### src/rtl/apb_pkg.sv
// Shared APB definitions: completer FSM states, data width and response codes.
// The AHB-to-APB bridge imports the same package.
// Optional build macro used across this slice: APB_PSTRB_EN (byte-lane write strobes).
package apb_pkg;

    localparam int APB_DATA_W = 32;

    // slvErr encodings
    localparam logic RESP_OKAY = 1'b0;
    localparam logic RESP_ERR  = 1'b1;

    typedef enum logic [1:0] {
        IDLE   = 2'd0,
        WAIT   = 2'd1,
        ACCESS = 2'd2
    } state_t;

    // Width of the register index field; never below 1 so one-register banks still decode.
    function automatic int apb_idx_w(input int n);
        return (n > 1) ? $clog2(n) : 1;
    endfunction

endpackage

### src/rtl/apb_reg_completer_if.sv
// APB completer-side bus bundle. Build macro APB_PSTRB_EN adds the strb lanes.
//
// Handshake: the requester raises sel with enable=0 for one setup cycle, then
// raises enable and holds addr/write/wData (and strb) stable. The transfer
// completes on the rising edge where sel & enable & ready are all 1; rData and
// slvErr are meaningful only in that cycle and read as 0 otherwise.
interface apb_reg_completer_if;
    import apb_pkg::*;

    logic                  sel;
    logic                  enable;
    logic                  write;
    logic [APB_DATA_W-1:0] addr;
    logic [APB_DATA_W-1:0] wData;
    logic [APB_DATA_W-1:0] rData;
    logic                  ready;
    logic                  slvErr;
`ifdef APB_PSTRB_EN
    logic [3:0]            strb;
`endif

    modport master (
`ifdef APB_PSTRB_EN
        output strb,
`endif
        output sel, enable, addr, write, wData,
        input  rData, ready, slvErr
    );

    modport slave (
`ifdef APB_PSTRB_EN
        input  strb,
`endif
        input  sel, enable, addr, write, wData,
        output rData, ready, slvErr
    );

endinterface

### src/rtl/apb_reg_bank.sv
// Register storage for the APB completer: address/error decode, read mux with
// hardware status slots for read-only registers, and byte-lane write merge.
// The strb input is always present here; the top ties it to all-ones unless
// APB_PSTRB_EN is defined.
module apb_reg_bank
    import apb_pkg::*;
#(
    parameter int                 NUM_REGS = 8,
    parameter logic [NUM_REGS-1:0] RO_MASK = '0,
    parameter int                 FLD_W    = apb_idx_w(NUM_REGS) + 1
) (
    input  logic                           clk,
    input  logic                           reset,
    // setup-phase decode
    input  logic [FLD_W+1:0]               dec_addr,
    input  logic                           dec_write,
    output logic [FLD_W-1:0]               dec_idx,
    output logic                           dec_err,
    // access-phase port, driven from the completer's latched transfer
    input  logic [FLD_W-1:0]               acc_idx,
    input  logic                           we,
    input  logic [APB_DATA_W-1:0]          wdata,
    input  logic [3:0]                     strb,
    output logic [APB_DATA_W-1:0]          rdata,
    // hardware side
    input  logic [APB_DATA_W*NUM_REGS-1:0] hw_in,
    output logic [APB_DATA_W*NUM_REGS-1:0] reg_out
);

    logic [APB_DATA_W-1:0] regs [NUM_REGS];

    // Decode one bit above the register field so the address just past the
    // bank reports an error instead of aliasing onto register 0.
    always_comb begin
        dec_idx = dec_addr[FLD_W+1:2];
        dec_err = 1'b0;
        if (dec_addr[1:0] != 2'b00) begin
            dec_err = 1'b1;
        end
        if (int'(dec_idx) >= NUM_REGS) begin
            dec_err = 1'b1;
        end
        for (int i = 0; i < NUM_REGS; i++) begin
            if (int'(dec_idx) == i && dec_write && RO_MASK[i]) begin
                dec_err = 1'b1;
            end
        end
    end

    // Storage with per-lane write merge; read-only slots are never written.
    always_ff @(posedge clk or posedge reset) begin
        if (reset) begin
            for (int i = 0; i < NUM_REGS; i++) begin
                regs[i] <= '0;
            end
        end else if (we) begin
            for (int i = 0; i < NUM_REGS; i++) begin
                if (int'(acc_idx) == i && !RO_MASK[i]) begin
                    for (int k = 0; k < 4; k++) begin
                        if (strb[k]) begin
                            regs[i][8*k +: 8] <= wdata[8*k +: 8];
                        end
                    end
                end
            end
        end
    end

    // Read mux: RO slots return the live hardware status word.
    always_comb begin
        rdata = '0;
        for (int i = 0; i < NUM_REGS; i++) begin
            if (int'(acc_idx) == i) begin
                rdata = RO_MASK[i] ? hw_in[APB_DATA_W*i +: APB_DATA_W] : regs[i];
            end
        end
    end

    // Register contents toward hardware; RO slots have no storage to expose.
    always_comb begin
        reg_out = '0;
        for (int i = 0; i < NUM_REGS; i++) begin
            reg_out[APB_DATA_W*i +: APB_DATA_W] = RO_MASK[i] ? '0 : regs[i];
        end
    end

endmodule

### src/rtl/apb_reg_completer.sv
// APB completer: register bank behind a fixed wait-state access phase.
// Transfer parameters and the error verdict are captured at setup; ready is
// decoded from the ACCESS state and writes commit on the completion edge.
// Build macro APB_PSTRB_EN adds the byte-lane strobe input on the bus.
module apb_reg_completer
    import apb_pkg::*;
#(
    parameter int                  NUM_REGS    = 8,
    parameter int                  WAIT_STATES = 1,
    parameter logic [NUM_REGS-1:0] RO_MASK     = '0
) (
    input  logic                           clk,
    input  logic                           reset,
    apb_reg_completer_if.slave             bus,
    input  logic [APB_DATA_W*NUM_REGS-1:0] hwIn,
    output logic [APB_DATA_W*NUM_REGS-1:0] regOut,
    output state_t                         dbg_state
);

    localparam int         FLD_W     = apb_idx_w(NUM_REGS) + 1;
    localparam logic [3:0] WAIT_LOAD = 4'(WAIT_STATES);

    state_t                state;
    logic [3:0]            wait_cnt;
    logic [FLD_W-1:0]      idx_q;
    logic                  wr_q;
    logic                  err_q;
    logic [APB_DATA_W-1:0] wdata_q;
    logic [3:0]            strb_q;

    logic [FLD_W-1:0]      dec_idx;
    logic                  dec_err;
    logic [APB_DATA_W-1:0] bank_rdata;
    logic [3:0]            strb_in;
    logic                  setup;
    logic                  commit;
    logic                  unused_addr;

`ifdef APB_PSTRB_EN
    assign strb_in = bus.strb;
`else
    assign strb_in = 4'hF;
`endif

    // Upper address bits are outside the decoded window.
    assign unused_addr = &{1'b0, bus.addr[APB_DATA_W-1:FLD_W+2]};

    assign setup  = bus.sel & ~bus.enable;
    assign commit = (state == ACCESS) & bus.sel & bus.enable & wr_q & ~err_q;

    // Transfer FSM: capture at setup, count wait states, complete in ACCESS.
    always_ff @(posedge clk or posedge reset) begin
        if (reset) begin
            state    <= IDLE;
            wait_cnt <= '0;
            idx_q    <= '0;
            wr_q     <= 1'b0;
            err_q    <= 1'b0;
            wdata_q  <= '0;
            strb_q   <= '0;
        end else begin
            case (state)
                IDLE: begin
                    // enable without a preceding setup cycle is not a transfer
                    if (setup) begin
                        idx_q    <= dec_idx;
                        wr_q     <= bus.write;
                        wdata_q  <= bus.wData;
                        strb_q   <= strb_in;
                        err_q    <= dec_err;
                        wait_cnt <= WAIT_LOAD;
                        state    <= (WAIT_STATES == 0) ? ACCESS : WAIT;
                    end
                end
                WAIT: begin
                    if (!bus.sel) begin
                        wait_cnt <= '0;
                        state    <= IDLE;
                    end else if (bus.enable) begin
                        wait_cnt <= wait_cnt - 4'd1;
                        if (wait_cnt <= 4'd1) begin
                            state <= ACCESS;
                        end
                    end
                end
                ACCESS: begin
                    if (!bus.sel || bus.enable) begin
                        state <= IDLE;
                    end
                end
                default: state <= IDLE;
            endcase
        end
    end

    assign bus.ready  = (state == ACCESS);
    assign bus.slvErr = (bus.ready && err_q) ? RESP_ERR : RESP_OKAY;
    assign bus.rData  = (bus.ready && !wr_q && !err_q) ? bank_rdata : '0;
    assign dbg_state  = state;

    apb_reg_bank #(
        .NUM_REGS (NUM_REGS),
        .RO_MASK  (RO_MASK),
        .FLD_W    (FLD_W)
    ) u_bank (
        .clk       (clk),
        .reset     (reset),
        .dec_addr  (bus.addr[FLD_W+1:0]),
        .dec_write (bus.write),
        .dec_idx   (dec_idx),
        .dec_err   (dec_err),
        .acc_idx   (idx_q),
        .we        (commit),
        .wdata     (wdata_q),
        .strb      (strb_q),
        .rdata     (bank_rdata),
        .hw_in     (hwIn),
        .reg_out   (regOut)
    );

endmodule

### src/flat_wrapper.sv
// flat-port wrapper written by rule: the top's interface ports become plain ports
module apb_reg_completer_flat import apb_pkg::*;
#(
    parameter int                  NUM_REGS    = 8,
    parameter int                  WAIT_STATES = 1,
    parameter logic [NUM_REGS-1:0] RO_MASK     = '0
)
  (clk, reset, hwIn, regOut, dbg_state, bus_sel, bus_enable, bus_addr, bus_write, bus_wData, bus_rData, bus_ready, bus_slvErr);
  apb_reg_completer_if bus_i ();
  input  logic clk;
  input  logic reset;
  input  logic [APB_DATA_W*NUM_REGS-1:0] hwIn;
  output logic [APB_DATA_W*NUM_REGS-1:0] regOut;
  output state_t dbg_state;
  input wire logic [$bits(bus_i.sel)-1:0] bus_sel;
  input wire logic [$bits(bus_i.enable)-1:0] bus_enable;
  input wire logic [$bits(bus_i.addr)-1:0] bus_addr;
  input wire logic [$bits(bus_i.write)-1:0] bus_write;
  input wire logic [$bits(bus_i.wData)-1:0] bus_wData;
  output wire logic [$bits(bus_i.rData)-1:0] bus_rData;
  output wire logic [$bits(bus_i.ready)-1:0] bus_ready;
  output wire logic [$bits(bus_i.slvErr)-1:0] bus_slvErr;
  assign bus_i.sel = bus_sel;
  assign bus_i.enable = bus_enable;
  assign bus_i.addr = bus_addr;
  assign bus_i.write = bus_write;
  assign bus_i.wData = bus_wData;
  assign bus_rData = bus_i.rData;
  assign bus_ready = bus_i.ready;
  assign bus_slvErr = bus_i.slvErr;
  apb_reg_completer #(.NUM_REGS(NUM_REGS), .WAIT_STATES(WAIT_STATES), .RO_MASK(RO_MASK)) u_core (.clk(clk), .reset(reset), .bus(bus_i), .hwIn(hwIn), .regOut(regOut), .dbg_state(dbg_state));
endmodule
### config.mk
export PLATFORM = sky130hd
export DESIGN_NAME = apb_reg_completer_flat
export DESIGN_NICKNAME = d
export VERILOG_FILES = /design/src/rtl/apb_pkg.sv /design/src/rtl/apb_reg_completer_if.sv /design/src/rtl/apb_reg_bank.sv /design/src/rtl/apb_reg_completer.sv /design/src/flat_wrapper.sv
export SDC_FILE = /design/constraint.sdc
export NUM_CORES = 1
export LEC_CHECK = 0
export CAP_MARGIN = 10
export CORE_AREA = 2 2 238 240
export DETAILED_ROUTE_END_ITERATION = 10
export DIE_AREA = 0 0 240 242
export GPL_TIMING_DRIVEN = 0
export PLACE_DENSITY_LB_ADDON = 0.25
export SETUP_SLACK_MARGIN = 0.3
export SKIP_CTS_REPAIR_TIMING = 1
export SLEW_MARGIN = 25
export SYNTH_ARGS = -nofsm -noshare
export SYNTH_HDL_FRONTEND = slang
export SYNTH_SLANG_ARGS = --single-unit
### constraint.sdc
create_clock -name clk -period 10.6 [get_ports clk]
set_input_delay 1.59 -clock clk [delete_from_list [all_inputs] [get_ports clk]]
set_output_delay 1.59 -clock clk [all_outputs]
set_load 0.1 [all_outputs]
==> impl_metrics.ini <==
[outcome]
status = finished, final reports clean

[final_layout]
drive_above_1_share_pct = 29.5
nNetsFinal = 1740
area_delta_synth_final_pct = 41.2
design_area_sq_um = 19200
layout_commonest_cell = clkdlybuf4s50_1
fin_cells = 2195
final.fill_count = 5640
final_cell_mix = 325 x clkdlybuf4s50_1, 301 x dfrtp_1, 289 x mux2_2, 51 x o21ai_0, 49 x o22ai_1

[clock_tree]
cts-buffers-inserted = 38
clock_sinks = 301
clkTransAtPathRegs_ns = 0.06
cts_tree = yes
cts.htree.levels = 2
cts_root_buf = clkbuf_16
cts_buffer_depth = 3
clkLatencyLatePin_ns = 0.56

[detailed_routing]
vias = 10800
viasPerCell = 4.91
drc = 0
avgRoutedWirePerCell_um = 28.2
wirelength_um = 61800
dr.pass1.iters = 5
drt_iter0_markers = 688
antenna_left = 0

[sta]
slew_viol_final = 0
fin_worst_skew_ns = 0.0286
hold_violations = 0
max_freq_ghz = 0.155
rsz0062_at_grt = no
setup_viol_count_final = 0
holdWs_ns = 0.482
period_needed_ns = 6.44
max-slew-margin-rel_pct = 25.5
period_share_pct = 60.8
tightest_slew_ns = 1.11

[global_routing]
grtUsageTotal_pct = 21.2
first_global_vias = 11200
grt_pass1_wl_um = 86500
antenna_found_initial = 2
grt_max_degree = 93
overflow = 0

[power]
cellPowerDensity_nw_per_um2 = 159
ir_worst_vdd_uv = 102
power.leakage_uw = 0.00845

[synthesis]
ys_seq_elements = 301
synth_top_area_share_pct = 55.3
yosys-top-cells-area = dfrtp_1 55%, mux2_2 24%, mux2i_1 2.9%, o22ai_1 2.3%, o21ai_0 1.9%
yosysUniqueCellTypes = 44
synth_fp_nets = 1360
avgSynthCellArea_sq_um = 13.2
syn_area_sq_um = 13600
ys_seq_area_share_pct = 55.3
yosys.area.top_type = dfrtp_1
ys_warn_count = 0
synth_cells = 1033

[floorplanning]
ios = 617
rows = 87
fp.dieW_um = 240
core_region_area_sq_um = 55700
start_util_pct = 24.4
die_height_um = 242
design.die.area_sq_um = 58100

[critical_path]
cp.required_ns = 9.01
worstRegToRegCells = 5
end_kind = output port
worst-path-max-fanout = 10
crit_type = reg2out
critPathArrivalTime_ns = 4.85
start_kind = register

[placed_design]
dp_hpwl_um = 43700
place_inst = 2127
placed_cell_area_sq_um = 18000
place_congestion = 0.844
port_buffers = 332

[hold_path]
holdCritPathClass = reg2reg
hold_depth = 1

[run]
maxCapViolCount = 0
[report_power, final]
group	internal (uW)	switching (uW)	total (uW)
registers	1190	91.2	1280
clock network	738	524	1260
logic	156	355	511
total	2080	970	3060
[critical path: stages, from the launching register on]
cell and delay [ns]:
dfrtp_1 0.43, nor3b_2 0.28, nand2b_1 0.23, clkbuf_1 0.79
clkbuf_1 0.76, o22ai_1 0.25, nor3_1 0.32, clkdlybuf4s50_1 1.19
[synth_stat cells, drive strengths merged]
library cell	number
mux2	302
dfrtp	301
o21ai	51
o22ai	49
buf	45
mux2i	39
nand2	34
nor2	33
nor3	30
clkbuf	27
a21oi	20
a221oi	19
a22oi	10
nand2b	10
nand3	9
a2bb2oi	7
nor2b	7
inv	5
o221ai	4
and2	3
nand4	3
or3	3
a2111oi	2
a221o	2
ha	2
mux4	2
nand3b	2
nor4	2
o21a	2
or2	2
a21o	1
a32o	1
clkinv	1
nor3b	1
o21bai	1
o2bb2ai	1
[metrics by stage]
stage	setup TNS (ns)	setup WS, ns	utilization, %	total power [uW]
finish	0	4.16	34.5	3060
global route	0	4.09	34.5	3160
CTS	0	4.10	34.4	3080
detailed placement	0	4.74	32.3	1800
global placement	-1111.74	-3.74	32.1	1790
floorplan	0	0.692	-	1560
[kinds of logic after synthesis]
kind of cell,count (synthesis),synth area share (%)
compound gates,170,7.98
fa+ha+maj,2,0.184
buf+inv,78,2.90
flops,301,55.3
mux,343,28.2
simple gates,139,5.42
[registers in the layout (all words and copies together), names as in the netlist]
name / flops
u_core.dbg_state: 2
u_core.err_q: 1
u_core.idx_q: 4
u_core.strb_q: 1
u_core.u_bank.reg_out: 256
u_core.wait_cnt: 4
u_core.wdata_q: 32
u_core.wr_q: 1
[area by class of cell]
| type | count | area (sq um) | share of cell area, % |
|---|---|---|---|
| flip-flops and latches | 301 | 7530 | 39.2 |
| multi-input cells | 654 | 5700 | 29.6 |
| repair buffers | 340 | 3450 | 17.9 |
| well taps | 756 | 946 | 4.92 |
| plain buffers | 72 | 380 | 1.98 |
| clock buffers | 52 | 1080 | 5.64 |
| diodes | 2 | 5.00 | 0.0260 |
| clock inverters | 12 | 97.6 | 0.508 |
| inverters | 6 | 30.0 | 0.156 |
[worst paths after layout]
path | to | slack, ns | start
worst max register to register | u_core.u_bank.reg_out[156] | 7.61 | u_core.idx_q[1]
worst min-delay path | u_core.strb_q[0] | 0.48 | u_core.strb_q[0]
worst min register to register | u_core.strb_q[0] | 0.48 | u_core.strb_q[0]
min in group asynchronous | u_core.wdata_q[29] | 1.46 | reset
worst max-delay path | bus_rData[11] | 4.16 | u_core.idx_q[2]
max in group asynchronous | u_core.u_bank.reg_out[146] | 7.95 | reset
[routing by layer]
metal	track usage (%)	vias to the layer above	wire length, um
met1	29.2	5559	27600
li1	-	4601	-
met5	0	-	0
met4	7.09	0	1910
met2	29.8	509	25500
met3	8.66	99	6820
(Power assumes the default switching activity.)
